===== config.mk =====
export PLATFORM = sky130hd
export DESIGN_NAME = frame_writer
export DESIGN_NICKNAME = d
export VERILOG_FILES = /design/src/rtl/frame_pkg.sv /design/src/rtl/frame_addr_calc.sv /design/src/rtl/frame_writer.sv
export SDC_FILE = /design/constraint.sdc
export NUM_CORES = 1
export LEC_CHECK = 0
export CAP_MARGIN = 20
export CORE_MARGIN = 10
export CORE_UTILIZATION = 50
export CTS_CLUSTER_SIZE = 14
export DETAILED_ROUTE_END_ITERATION = 16
export HOLD_SLACK_MARGIN = 0.02
export PLACE_DENSITY = 0.82
export SYNTH_ARGS = -nofsm -noshare
export SYNTH_HDL_FRONTEND = slang
export SYNTH_SLANG_ARGS = --single-unit
export TNS_END_PERCENT = 50

===== constraint.sdc =====
create_clock -name Clk -period 4.2 [get_ports Clk]
set_input_delay 0.42 -clock Clk [delete_from_list [all_inputs] [get_ports Clk]]
set_output_delay 0.42 -clock Clk [all_outputs]
set_load 0.03 [all_outputs]

===== src/rtl/frame_pkg.sv =====
// Frame buffer geometry and writer state encoding, shared by frame_writer and frame_displayer.
package frame_pkg;

  localparam int unsigned SCREEN_W     = 640;
  localparam int unsigned SCREEN_H     = 480;
  localparam int unsigned FRAME_ADDR_W = 19;
  localparam int unsigned FRAME_PIXELS = 307200;

  typedef enum logic [1:0] {
    WR_IDLE  = 2'd0,
    WR_DRAW  = 2'd1,
    WR_FLUSH = 2'd2,
    WR_CLEAR = 2'd3
  } wr_state_t;

endpackage


===== src/rtl/frame_addr_calc.sv =====
// Linear frame buffer address y*640 + x, built from shifts so no multiplier is needed.
module frame_addr_calc
  import frame_pkg::*;
(
  input  logic [9:0]              x,
  input  logic [9:0]              y,
  output logic [FRAME_ADDR_W-1:0] addr
);

  logic [FRAME_ADDR_W-1:0] y_ext;
  logic [FRAME_ADDR_W-1:0] x_ext;

  always_comb begin
    y_ext = FRAME_ADDR_W'(y);
    x_ext = FRAME_ADDR_W'(x);
    addr  = (y_ext << 9) + (y_ext << 7) + x_ext;
  end

endmodule


===== src/rtl/frame_writer.sv =====
// Sprite blitter / screen clearer on the frame buffer write port.
// Screen clear support is compiled in with `define FRAME_WRITER_CLEAR_EN.
module frame_writer
  import frame_pkg::*;
#(
  parameter int unsigned SPR_W       = 32,
  parameter int unsigned SPR_H       = 32,
  parameter int unsigned SPR_IDX_W   = 4,
  parameter logic [7:0]  TRANSPARENT = 8'h00
) (
  input  logic                                       Clk,
  input  logic                                       reset,
  input  logic                                       cmd_valid,
  output logic                                       cmd_ready,
  input  logic [9:0]                                 cmd_x,
  input  logic [9:0]                                 cmd_y,
  input  logic [SPR_IDX_W-1:0]                       cmd_sprite,
  input  logic                                       clear_req,
  input  logic [7:0]                                 clear_color,
  output logic [SPR_IDX_W+$clog2(SPR_W*SPR_H)-1:0]   spr_rdAddress,
  input  logic [7:0]                                 spr_data,
  output logic [FRAME_ADDR_W-1:0]                    frame_wrAddress,
  output logic [7:0]                                 frame_wrData,
  output logic                                       frame_we,
  output logic                                       busy,
  output logic                                       done
);

  localparam int unsigned COL_W = $clog2(SPR_W);
  localparam int unsigned ROW_W = $clog2(SPR_H);

  wr_state_t               state;
  logic [SPR_IDX_W-1:0]    spr_q;
  logic [ROW_W-1:0]        row_q;
  logic [COL_W-1:0]        col_q;
  logic [9:0]              x_q;
  logic [9:0]              y_q;
  logic [10:0]             px;
  logic [10:0]             py;
  logic                    on_screen;
  logic [FRAME_ADDR_W-1:0] pix_addr;
  logic                    wr_pend;
  logic                    vis_q;
  logic [FRAME_ADDR_W-1:0] wr_addr_q;
  logic                    accept_cmd;
  logic                    accept_clr;

  frame_addr_calc u_addr_calc (
    .x    (px[9:0]),
    .y    (py[9:0]),
    .addr (pix_addr)
  );

  // 11-bit sums keep off-screen pixels distinguishable instead of wrapping.
  always_comb begin
    px        = 11'(x_q) + 11'(col_q);
    py        = 11'(y_q) + 11'(row_q);
    on_screen = (px < 11'(SCREEN_W)) && (py < 11'(SCREEN_H));
  end

`ifdef FRAME_WRITER_CLEAR_EN
  logic [7:0] color_q;

  always_comb begin
    cmd_ready  = (state == WR_IDLE) && !clear_req;
    accept_clr = (state == WR_IDLE) && clear_req;
    accept_cmd = cmd_valid && cmd_ready;
  end
`else
  logic unused_clear;

  always_comb begin
    unused_clear = ^{clear_req, clear_color};
    cmd_ready    = (state == WR_IDLE);
    accept_clr   = 1'b0;
    accept_cmd   = cmd_valid && cmd_ready;
  end
`endif

  always_ff @(posedge Clk or negedge reset) begin
    if (!reset) begin
      state     <= WR_IDLE;
      spr_q     <= '0;
      row_q     <= '0;
      col_q     <= '0;
      x_q       <= '0;
      y_q       <= '0;
      wr_pend   <= 1'b0;
      vis_q     <= 1'b0;
      wr_addr_q <= '0;
      done      <= 1'b0;
    end else begin
      done    <= 1'b0;
      wr_pend <= 1'b0;
      case (state)
        WR_IDLE: begin
          if (accept_clr) begin
            state     <= WR_CLEAR;
            wr_addr_q <= '0;
          end else if (accept_cmd) begin
            state <= WR_DRAW;
            spr_q <= cmd_sprite;
            x_q   <= cmd_x;
            y_q   <= cmd_y;
            row_q <= '0;
            col_q <= '0;
          end
        end
        WR_DRAW: begin
          // Address stage: register the target pixel; ROM data arrives next cycle.
          wr_pend   <= 1'b1;
          vis_q     <= on_screen;
          wr_addr_q <= pix_addr;
          col_q     <= col_q + 1'b1;
          if (&col_q) row_q <= row_q + 1'b1;
          if ((&col_q) && (&row_q)) state <= WR_FLUSH;
        end
        WR_FLUSH: begin
          state <= WR_IDLE;
          done  <= 1'b1;
        end
`ifdef FRAME_WRITER_CLEAR_EN
        WR_CLEAR: begin
          if (wr_addr_q == FRAME_ADDR_W'(FRAME_PIXELS - 1)) begin
            state <= WR_IDLE;
            done  <= 1'b1;
          end else begin
            wr_addr_q <= wr_addr_q + 1'b1;
          end
        end
`endif
        default: state <= WR_IDLE;
      endcase
    end
  end

`ifdef FRAME_WRITER_CLEAR_EN
  always_ff @(posedge Clk or negedge reset) begin
    if (!reset) begin
      color_q <= '0;
    end else if (accept_clr) begin
      color_q <= clear_color;
    end
  end
`endif

  always_comb begin
    busy            = (state != WR_IDLE);
    spr_rdAddress   = {spr_q, row_q, col_q};
    frame_wrAddress = wr_addr_q;
    frame_we        = wr_pend && vis_q && (spr_data != TRANSPARENT);
    frame_wrData    = wr_pend ? spr_data : '0;
`ifdef FRAME_WRITER_CLEAR_EN
    if (state == WR_CLEAR) begin
      frame_we     = 1'b1;
      frame_wrData = color_q;
    end
`endif
  end

endmodule


* Word level (Yosys, flattened, before mapping)
Index checks and enable logic that the tools add are counted.
Operators by class: mux-type cells 10, $add $sub $neg 6, reduce and logical (&&, ||, !) cells 15, order comparisons 2, equality and inequality tests 5
Operators with widths (number):
- adder 10 x 5 -> 11 bit | 2
- case mux 5 bit (2 select lines) | 2
- adder 19 x 10 -> 19 bit | 1
- adder 19 x 17 -> 19 bit | 1
- < comparator 11 x 10 -> 1 bit, second input constant | 1
- < comparator 11 x 9 -> 1 bit, second input constant | 1
- adder 5 x 1 -> 5 bit, second input constant | 2
- 2-to-1 mux 5 bit | 2
- AND reduction 5 bit | 2
- 2-to-1 mux 8 bit | 1
- nonzero test 8 bit | 1
- AND reduction 2 bit | 3
- logical AND 1 bit | 5
- 2-to-1 mux 2 bit | 2
- inequality test 2 bit, second input constant | 2
- case mux 2 bit (2 select lines) | 1
- nonzero test 2 bit | 2
- AND reduction 3 bit | 1
- == test 2 x 1 -> 1 bit, second input constant | 1
- == test 2 bit, second input constant | 1
- zero test 2 bit | 1
- 2-to-1 mux 1 bit | 2
- inequality test 2 x 1 -> 1 bit, second input constant | 1
Storage, ports and cells: output and inout port bits 45, bits of input ports 44, word-level logic and storage cells 48, bits in registers 58

* Longest topological paths before layout
word-level depth 4, gate-level depth with buffers 17, gate-level depth less buffers 17

* Cells and area by module
Synthesis repeated with hierarchy kept, for this count alone.
Unflattened totals: cell total of the unflattened synthesis 370, area total of the unflattened synthesis 3607.2 um2
By module, submodules not included:
- frame_writer | instances 1, area an instance 2981.6 um2, sequential area each 1451.4 um2, cells each 294
- frame_addr_calc | instances 1, area an instance 625.6 um2, sequential area each 0.0 um2, cells each 76

* Least setup slack after synthesis
No wires, ideal clock.
kind register to register, start register col_q[1], end register wr_addr_q[16], in the netlist frame_wrAddress[16], path buffers 0, required time 4054 ps, setup time 146 ps, arrival 3489 ps, path slack 565 ps, cell stages (with the launch flop) 16, period minus slack after synthesis 3635 ps, cells stage by stage dfrtp_1 ha_1 a211oi_2 o21bai_1 a21oi_2 nor2_1 nand3_1 xor2_1 fa_1 fa_1 nor2b_1 o31ai_1 a21oi_1 o21ai_0 mux2i_1 o311ai_0
Between the ends: cells in the longest elaborated chain, start to end 2
RTL lines:
- from (decl) | RTL line frame_writer.sv:35 | logic [COL_W-1:0] col_q;
- from (signal assigned) | RTL line frame_writer.sv:114 | col_q <= col_q + 1'b1;
- adder 10 x 5 -> 11 bit | RTL line frame_writer.sv:56 | px = 11'(x_q) + 11'(col_q);
- adder 19 x 10 -> 19 bit | RTL line frame_addr_calc.sv:16 | addr = (y_ext << 9) + (y_ext << 7) + x_ext;
- to (signal assigned) | RTL line frame_writer.sv:113 | wr_addr_q <= pix_addr;
- to (decl) | RTL line frame_writer.sv:44 | logic [FRAME_ADDR_W-1:0] wr_addr_q;
Every way passes these cells. A chain may end at the register's enable or synchronous reset.

* Final worst setup path
start register col_q[2], end register wr_addr_q[16], in the netlist frame_wrAddress[16]
The elaborated chain is that of the path after synthesis.

==> results <==
- The placed instances occupy a cell area of 4398 um^2.
- The core area is 6794 um^2.
- The worst setup path is captured at a flip-flop.
- The net count of the mapped netlist is between 400 and 500.
- Clock tree synthesis inserted a total of 9 buffers.
- The H-tree depth is 3.
- The worst-case setup margin in the final layout is 0.2970 ns.
- The total number of placement rows is 30.
- The sequential cell area fraction in the yosys report is 41.35%.
- Along the worst path, the maximum fanout reaches 6.
- For this run, design rule violations remaining after detail routing come to 0.
- The run finished with clean final reports.
- Yosys mapped the design onto 52 distinct sky130hd cell types.
- During synthesis, Yosys emitted a total of 0 warnings.
- Counting flops with an async set or reset pin after synthesis yields a share of 100.0%.
- The minimum period implied by the final worst setup slack is slightly below 4 ns.
- The upper clock frequency limit is 256.2 MHz.
- The synthesized area is 3510 um^2.
- The global-route wire length before repair is 13,370 um.
- For this configuration, the core starts out at a cell density of 51.66%.
- The most common library cell in the layout ignoring fill and taps is sky130_fd_sc_hd__clkdlybuf4s50_1.
- The multi-input combinational cells in the finished layout cover a total of 1952 um^2.
- The number of cells in the finished layout apart from fillers is 526.
- In this run the remaining antenna-violating nets after routing total 0.
- Setup violations remaining at the end of the flow were counted as 0.
- Clock tree synthesis found a total of 58 sinks.
- After detailed routing, the average wire length per cell comes to 15.19 um.
- The critical path is of the flip-flop to flip-flop type.
- Final hold analysis gives a worst-case slack of around 0.21 ns.
- Net switching is 44.32% of the power.
- Pin placement for this block handled 89 I/O pins.
- The clock transition time at the flip-flop clock pins of the worst setup and hold paths is 0.07 ns.
- The kind of start point of the critical path is a flip-flop.
- Timing analysis after detailed placement gives a worst setup slack of 0.3603 ns.
- At the end of the flow, the number of nets in the layout was 506.
- The logic gate share of total power is 63.1%.
- Data on the critical path is required at its endpoint by 4.40 ns.
- The wire-length estimate of the detail-placed layout is a little over 6000 um.
- The data arrival time of the critical path is 4.10 ns.
- The buffer depth of the longest clock path is 2.
- In the final timing run, aggregate negative setup slack is 0 ns.
- Of the total power, registers draw 24.2%.
- The total global routing track utilization is ~15%.
- The filler cells instantiated in the layout total 536.
- The normalized max-slew margin is 51.46%.
- In this run the power spent charging and discharging nets is 1.814 mW.
- The detailed router placed roughly 2,800 vias in this run.
- The antenna diode instance count is 0.
- The number of hold buffers added after cts is 0.
- Setup repair after global routing left no endpoint under its margin.
- The final count of pins violating max slew came to 0.
- After detailed routing, the total wire length is approximately 8000 um.
- In this run the clock root is driven by a sky130_fd_sc_hd__clkbuf_8.
- From bottom edge to top edge, the die measures 103.8 um.
- In the synthesized netlist, the number of instances is between 300 and 400.
- The insertion delay of the later-clocked pin in the worst-skew pair is 0.33 ns.
- In this run the power density over the cells is roughly 890 nW/um^2.
- The pre-antenna-repair detailed-routing pass consisted of 4 iterations.
- The beginning of the worst register-to-register path is col_q[2]$_DFFE_PN0P_.
- During placement, the flow inserted port buffers numbering a little under 80.
- The count of routing violations after the opening detailed-route iteration is 153.
- The die outline area is 10,770 um^2.
- For flop-to-flop paths, the worst setup slack is between 0.2 and 0.3 ns.
- The endpoint identified for the worst register-to-register timing path is frame_wrAddress[16]$_DFFE_PN0P_.
- TritonCTS built the clock tree.
- In the final layout, the share of cells above drive strength 1 is 13.26%.
- The horizontal die dimension is 103.8 um.
- The average vias per placed instance is 5.361.
- The count of endpoints failing hold in the final timing report was 0.
- Across the whole layout, storage elements account for 1451 um^2.
- Cell internal power was estimated by the tool at 2.279 mW.
- Synthesis inferred 58 register bits.
- The number of antenna violations at the first check in global routing is 0.
- Max-cap violations in this run came to 0.
- The maximum VDD drop is 308.1 uV.
- In the synthesized netlist the dominant register cell turns out to be sky130_fd_sc_hd__dfrtp_1.
- The synthesized design contains 0 enable-type register cells.
- The sum of overflow across all layers after global routing is 0.
- For the worst flop-to-flop path, the logic depth is 15.
- The number of instances in the placed design is 510.
- The clock network power share is 12.8%.
- The tightest min-delay check is of the input pin to async pin type.
- The post-route cell area is 4608 um^2.
- Relative to the synthesized area, the layout overhead comes to 31.30%.
- The weighted congestion reported at the end of routability-driven placement is 0.8737.
- Entering global routing, the biggest net connects slightly below 60 pins.
- The number of global-route vias before repair came to about 2,900.
- The analysis attributes to cell leakage a power of 1.991 nW.
- The clock skew after layout is 0.006384 ns.
- The average cell area after synthesis is 10.23 um^2.
- The actual transition at the worst max-transition pin is 0.7282 ns.
- Leaving out fill and tap cells, the most frequent cells in the layout are sky130_fd_sc_hd__clkdlybuf4s50_1, sky130_fd_sc_hd__dfrtp_1, sky130_fd_sc_hd__nand2_1.
- Of the available clock period, the critical path in the final layout requires between 90% and 100%.
## through the flow
stage	total power, mW	util [%]
detailed placement	3.544	64.73
CTS	4.105	67.75
floorplan	2.823	-
finish	4.094	67.83
global placement	3.447	64.73
global route	4.462	67.83
## logic make-up (layout without fill, tap and decap cells)
logic type,Yosys count,in the layout,synth area share [%]
AOI/OAI and AO/OA,72,72,13.94
buffers and inverters,29,116,3.173
DFF,58,58,41.35
and+or+nand+nor,99,99,13.51
muxes,26,26,8.271
xor gates and xnor gates,22,22,5.704
adders and majority gates,37,37,14.05
## timing repair
action / CTS / global route
buffers inserted: 0 / 0
gates resized for setup: 0 / 1
endpoints found under the setup margin: 0 / 1
## power by group through the flow
stage          Clock [mW]  Combinational, mW  Sequential [mW]
2_1_floorplan           0               1.59             1.23
3_3_place_gp            0               2.46            0.986
3_5_place_dp            0               2.54             1.00
4_1_cts             0.534               2.58            0.994
5_1_grt             0.563               2.87             1.02
6_report            0.522               2.58            0.990
## cells in the mapped netlist (3+ instances only)
| cell | instances | area [um^2] |
|---|---|---|
| sky130_fd_sc_hd__nor4_1 | 3 | 18.77 |
| sky130_fd_sc_hd__a21oi_1 | 13 | 65.06 |
| sky130_fd_sc_hd__nor2b_1 | 4 | 25.02 |
| sky130_fd_sc_hd__a21o_1 | 3 | 22.52 |
| sky130_fd_sc_hd__inv_1 | 17 | 63.81 |
| sky130_fd_sc_hd__and3_1 | 4 | 25.02 |
| sky130_fd_sc_hd__o21ai_0 | 26 | 130.1 |
| sky130_fd_sc_hd__a211oi_1 | 3 | 22.52 |
| sky130_fd_sc_hd__xor2_1 | 10 | 87.58 |
| sky130_fd_sc_hd__mux2_2 | 24 | 270.3 |
| sky130_fd_sc_hd__dfrtp_1 | 58 | 1451 |
| sky130_fd_sc_hd__ha_1 | 33 | 412.9 |
| sky130_fd_sc_hd__fa_1 | 4 | 80.08 |
| sky130_fd_sc_hd__clkbuf_1 | 10 | 37.54 |
| sky130_fd_sc_hd__nand2_1 | 48 | 180.2 |
| sky130_fd_sc_hd__and2_1 | 10 | 62.56 |
| sky130_fd_sc_hd__nand3_1 | 7 | 35.03 |
| sky130_fd_sc_hd__xnor2_1 | 11 | 96.34 |
| sky130_fd_sc_hd__o31ai_1 | 4 | 30.03 |
| sky130_fd_sc_hd__nor2_1 | 12 | 45.04 |
## area by class of cell
cell class	instances	share of cell area, %
repair buffers	83	17.70
flip-flops and latches	58	31.50
clock inverters	4	1.086
inverters	17	1.385
clock buffers	12	3.367
multi-input cells	256	42.36
well taps	96	2.607
## flip-flops by register name (all words and copies together), names as in the netlist
register         count
vis_q                1
x_q                 10
row_q                5
col_q                5
done                 1
wr_pend              1
y_q                 10
frame_wrAddress     19
state                2
spr_q                4
## worst max-delay path: stages, from the launching register on
cell                       delay [ns]
sky130_fd_sc_hd__dfrtp_1         0.44
sky130_fd_sc_hd__ha_1            0.39
sky130_fd_sc_hd__o21ai_0         0.14
sky130_fd_sc_hd__o21bai_1        0.23
sky130_fd_sc_hd__a21oi_2         0.10
sky130_fd_sc_hd__nor2_1          0.21
sky130_fd_sc_hd__nand3_1         0.12
sky130_fd_sc_hd__xor2_1          0.20
sky130_fd_sc_hd__fa_1            0.49
sky130_fd_sc_hd__fa_1            0.47
sky130_fd_sc_hd__nor2b_1         0.21
sky130_fd_sc_hd__o31ai_2         0.11
sky130_fd_sc_hd__a21oi_1         0.25
sky130_fd_sc_hd__o21ai_0         0.14
sky130_fd_sc_hd__mux2i_1         0.15
sky130_fd_sc_hd__o311ai_0        0.12
## layer usage
metal	GRT usage [%]	up-vias	part of all wire (%)
li1	-	1376	-
met1	17.68	1333	45
met2	24.59	96	48
met3	3.965	15	6.1
met4	6.163	0	1.6
met5	0	-	0
## worst max-delay path by stage
stage / from / to / slack [ns] / depth (start not counted)
floorplan: col_q[1]$_DFFE_PN0P_ / frame_wrAddress[16]$_DFFE_PN0P_ / 0.57 / 15
global placement: col_q[2]$_DFFE_PN0P_ / frame_wrAddress[16]$_DFFE_PN0P_ / 0.44 / 16
detailed placement: col_q[2]$_DFFE_PN0P_ / frame_wrAddress[16]$_DFFE_PN0P_ / 0.36 / 15
CTS: col_q[2]$_DFFE_PN0P_ / frame_wrAddress[16]$_DFFE_PN0P_ / 0.31 / 15
global route: col_q[2]$_DFFE_PN0P_ / frame_wrAddress[16]$_DFFE_PN0P_ / 0.03 / 15
finish: col_q[2]$_DFFE_PN0P_ / frame_wrAddress[16]$_DFFE_PN0P_ / 0.30 / 15
Note: power is estimated with default switching activity, not from simulation.
==> RTL change 1: new RTL, config.mk and constraints unchanged <==
The 4 states of `wr_state_t` get a one-hot encoding in 4 bits.
--- a/src/rtl/frame_pkg.sv
+++ b/src/rtl/frame_pkg.sv
@@ -6,11 +6,11 @@
   localparam int unsigned FRAME_ADDR_W = 19;
   localparam int unsigned FRAME_PIXELS = 307200;
 
-  typedef enum logic [1:0] {
-    WR_IDLE  = 2'd0,
-    WR_DRAW  = 2'd1,
-    WR_FLUSH = 2'd2,
-    WR_CLEAR = 2'd3
+  typedef enum logic [3:0] {
+    WR_IDLE  = 4'b0001,
+    WR_DRAW  = 4'b0010,
+    WR_FLUSH = 4'b0100,
+    WR_CLEAR = 4'b1000
   } wr_state_t;
 
 endpackage
Check against the original RTL: no difference found for any inputs over 4 cycles, from zero or initial values and one cycle with reset low; so few cycles prove little.
==> RTL change 1 against the original RTL <==
- cell area rose by 1.0%
- die area rose by 0.55%
- setup slack gained 0.0079 ns
- synthesized area rose by 0.68%
- routed wire length grew 5.3%
- sequential cell count increased by 1
- power decreased by 6.5%
- combinational power down 15%
- largest cell class unchanged
==> RTL change 1: results (changes against the original RTL) <==
* Status: finished, final reports clean
* Avg Inst Size Synth at 10.12 um^2 (-1.1%)
* Worst path max stage delay at 0.57 ns (+0.08 ns)
* Synth top area cells: dfrtp_1 41%, ha_1 12%, nand2_1 4.7%
* Largest net degree at the start of global routing at 60 (+1.7%)
* Nets at 512 (+1.2%)
* YS warnings at 0 (unchanged)
* Sequential area share after synthesis at 41.82% (+0.47 points)
* Worst vdd ir at 0.3824 mV (+24%)
* WP data arrival at 4.11 ns (about the same)
* Syn nets at 430 (+1.4%)
* TritonCTS Buffers at 9 (unchanged)
* Most frequent cells after synthesis: 58 x dfrtp_1, 44 x nand2_1, 33 x ha_1, 19 x nor2_1, 19 x o21ai_0
* Vias per cell at 5.367 (about the same)
* Clock skew at 0.01132 ns (+0.004941 ns)
* Placed Area at 0.004409 mm^2 (+0.26%)
* Number of DRC markers in iteration 0 at 136 (-11%)
* DP Wirelength at 6298 um (+3.3%)
* Fin Hold WS at 0.2090 ns (-0.005883 ns)
* GPL Wtd Cong at 0.8233 (-5.8%)
* P_leak at 2.076 nW (+4.2%)
* Antenna Cells at 0 (unchanged)
* Int Power at 2.180 mW (-4.3%)
* Tot GR Track Use at 15.73% (+0.92 points)
* CTS max path bufs at 2 (unchanged)
* Global-route wire length before repair at 14300 um (+7.0%)
* Placed Cells at 516 (+1.2%)
* Filler cells at 546 (+1.9%)
## RTL change 1: changes by cell type in the layout (fill, tap and decap cells not counted), sizes merged, moves of 3 or more
cell / before / now
nor3b: 0 / 4
a21o: 3 / 6
a31oi: 0 / 3
and3: 6 / 3
nand2: 48 / 45
nor2: 12 / 19
## RTL change 1: cell type report
class	instances	area, um^2	share of cell area [%]
repair buffers	83	815.8	17.53
multi-input cells	263	1941	41.69
well taps	96	120.1	2.581
inverters	15	58.81	1.263
flip-flops and latches	59	1478	31.75
clock inverters	5	100.1	2.151
clock buffers	11	141.4	3.038
## RTL change 1: critical path: cells and delay by family (launching register included)
family	cells	cell delay [ns]
flip-flops	1	0.45
buffers and inverters	1	0.06
AND/OR/NAND/NOR	3	0.43
XOR/XNOR	2	0.33
AO/OA/AOI/OAI	7	1.35
adder cells (fa/ha/maj)	3	1.14
## RTL change 1: worst paths after layout
| path | startpoint | endpoint | depth (start not counted) |
|---|---|---|---|
| max in group asynchronous | reset | frame_wrAddress[17]$_DFFE_PN0P_ | 2 |
| min reg2reg | state[1]$_DFFE_PN0P_ | done$_DFF_PN0_ | 1 |
| max | col_q[0]$_DFFE_PN0P_ | frame_wrAddress[17]$_DFFE_PN0P_ | 16 |
| min | reset | frame_wrAddress[1]$_DFFE_PN0P_ | 2 |
| max reg2reg | col_q[0]$_DFFE_PN0P_ | frame_wrAddress[17]$_DFFE_PN0P_ | 16 |
| min in group Clk | state[1]$_DFFE_PN0P_ | done$_DFF_PN0_ | 1 |
## RTL change 1: per-layer routing
metal  track usage, %  vias up  share of wire [%]
met5                0        -                  0
met4            5.865        0                1.2
met3            5.081        8                8.3
met2            25.81      104                 48
met1            18.75     1346                 42
li1                 -     1397                  -
## RTL change 1: kinds of logic after synthesis
family	Yosys count	synth area share (%)
and+or+nand+nor	110	15.30
AOI/OAI and AO/OA	71	12.75
DFF	59	41.82
adders and majority gates	37	13.95
buffers and inverters	27	3.364
muxes	24	7.613
xor gates and xnor gates	21	5.205
## RTL change 1: through the flow
step,setup WS (ns),util [%]
after floorplan,0.4906,-
after global placement,0.3954,64.54
after detailed placement,0.3251,64.54
after CTS,0.2331,68.08
after global routing,0.001079,68.13
final,0.3050,68.13
## RTL change 1: power groups by stage
stage	clock, mW	combinational [mW]	sequential, mW
after floorplan	0	1.36	1.18
after global placement	0	2.11	0.983
after detailed placement	0	2.15	1.01
after CTS	0.641	2.21	0.996
after global routing	0.673	2.43	1.03
final	0.635	2.20	0.994
## RTL change 1: what timing repair did
item,CTS,global route
endpoints found under the hold margin,0,0
endpoints found under the setup margin,0,1
resized for setup,0,1
==> RTL change 2: new RTL, same settings <==
Made on the original files. Add a define of `FRAME_WRITER_CLEAR_EN`.
--- a/src/rtl/frame_writer.sv
+++ b/src/rtl/frame_writer.sv
@@ -1,5 +1,7 @@
 // Sprite blitter / screen clearer on the frame buffer write port.
 // Screen clear support is compiled in with `define FRAME_WRITER_CLEAR_EN.
+`define FRAME_WRITER_CLEAR_EN
+
 module frame_writer
   import frame_pkg::*;
 #(
Function: changed (Yosys sat finds a counterexample within 4 cycles, from zero or initial values and one cycle with reset low).
==> RTL change 2 against the original RTL <==
- maximum frequency fell by 4.2%
- sequential cell count rose by 8
- sequential share of layout area fell by 2.2 points
- setup slack got worse by 0.17 ns
- core utilization fell by 2.5 points
- routed wire length rose by 54%
- synthesized area rose by 25%
- cell area rose by 22%
- highest routed layer unchanged
Power is left out: it rests on default switching activity, and per cell area and clock period it moved more than threefold.
==> RTL change 2: results (changes against the original RTL) <==
* Status: finished, final reports clean
* Number of global-route vias before repair at 4016 (+39%)
* Filler cells at 682 (+27%)
* GPL Wtd Cong at 0.8667 (-0.80%)
* Worst path max stage delay at 0.42 ns (-0.07 ns)
* Reg2Reg Setup Slack at 0.13 ns (-0.17 ns)
* Global-route wire length before repair at 19580 um (+47%)
* Final Util at 65.33% (-2.5 points)
* DP Wirelength at 9108 um (+49%)
* Placed Area at 0.005359 mm^2 (+22%)
* CP Max Fanout at 4 (-2)
* WP data arrival at 4.30 ns (+0.20 ns)
* Largest net degree at the start of global routing at 38 (-36%)
* Vias per cell at 6.072 (+13%)
* Slew HR at 42.02% (-9.4 points)
* Skew-Pair Late Insertion Delay at 0.35 ns (+0.02 ns)
* Initial DRT Pass Iterations at 5 (+1)
* Worst path slowest cell: or4_1
* WL/cell at 18.39 um (+21%)
* Synth top area cells: dfrtp_1 38%, ha_1 9.7%, mux2_2 7.4%
* Sequential area share after synthesis at 37.53% (-3.8 points)
* IO Port Bufs at 88 (+11%)
* Most frequent cells after synthesis: 66 x dfrtp_1, 52 x nand2_1, 34 x ha_1, 29 x mux2_2, 29 x nor2_1
* Tot GR Track Use at 18.24% (+3.4 points)
* Reg2Reg Depth at 17 (+2)
* Synth cell types at 60 (+15%)
* Nets at 638 (+26%)
* Metal2 WL at 5699 um (+50%)
==> RTL change 2: cell types whose count changed in the layout (fill, tap and decap cells not counted), moves of 5 or more <==
cell,unedited run,this run
clkdlybuf4s50_1,78,87
buf_4,4,11
a211oi_1,3,8
nor2_1,12,28
a21oi_1,13,20
nand3_1,7,19
nor3_1,1,8
mux2_2,24,29
a22o_1,1,6
and2_1,10,2
dfrtp_1,58,65
nand4_1,1,7
==> RTL change 2: path summary, 6_finish.rpt <==
path	startpoint	end
setup / recovery	x_q[0]$_DFFE_PN0P_	frame_wrAddress[16]$_DFFE_PN0P_
hold / removal	reset	color_q[3]$_DFFE_PN0P_
setup reg to reg	x_q[0]$_DFFE_PN0P_	frame_wrAddress[16]$_DFFE_PN0P_
hold reg to reg	color_q[3]$_DFFE_PN0P_	color_q[3]$_DFFE_PN0P_
max in group asynchronous	reset	col_q[1]$_DFFE_PN0P_
min in group Clk	color_q[3]$_DFFE_PN0P_	color_q[3]$_DFFE_PN0P_
==> RTL change 2: layout make-up <==
class                   count  share of cell area, %
clock buffers              11                  2.329
clock inverters             5                 0.5544
inverters                  21                  1.397
multi-input cells         359                  47.04
flip-flops and latches     66                  29.30
well taps                 108                  2.395
repair buffers             99                  16.99
==> RTL change 2: kinds of logic (layout without fill, tap and decap cells) <==
group | after synthesis | after routing | synth area share [%]
simple gates | 150 | 150 | 16.55
compound gates | 115 | 115 | 17.91
flops | 66 | 66 | 37.53
buf+inv | 40 | 136 | 3.668
fa+ha+maj | 38 | 38 | 11.49
mux | 31 | 31 | 7.876
xor+xnor | 25 | 25 | 4.976
==> RTL change 2: stage by stage <==
stage	TNS [ns]	instances	setup WS (ns)	hold slack, ns
after floorplan	0	465	0.02944	0.1244
after CTS	0	662	0.002756	0.1491
after global placement	0	646	0.1579	0.4898
after global routing	-0.05114	669	-0.05114	0.1674
after detailed placement	0	646	0.05267	0.4947
final	0	669	0.1272	0.1302
==> RTL change 2: what timing repair did <==
| action | in CTS | in global routing |
|---|---|---|
| hold buffers | 0 | 0 |
| setup endpoints to repair | 0 | 1 |
| setup buffers | 0 | 7 |
| resized for setup | 0 | 12 |
==> RTL change 2: metal layers <==
metal / track usage [%] / vias up
met1: 22.04 / 1924
met3: 6.352 / 32
li1: - / 1896
met4: 6.099 / 0
met5: 0 / -
met2: 29.67 / 210
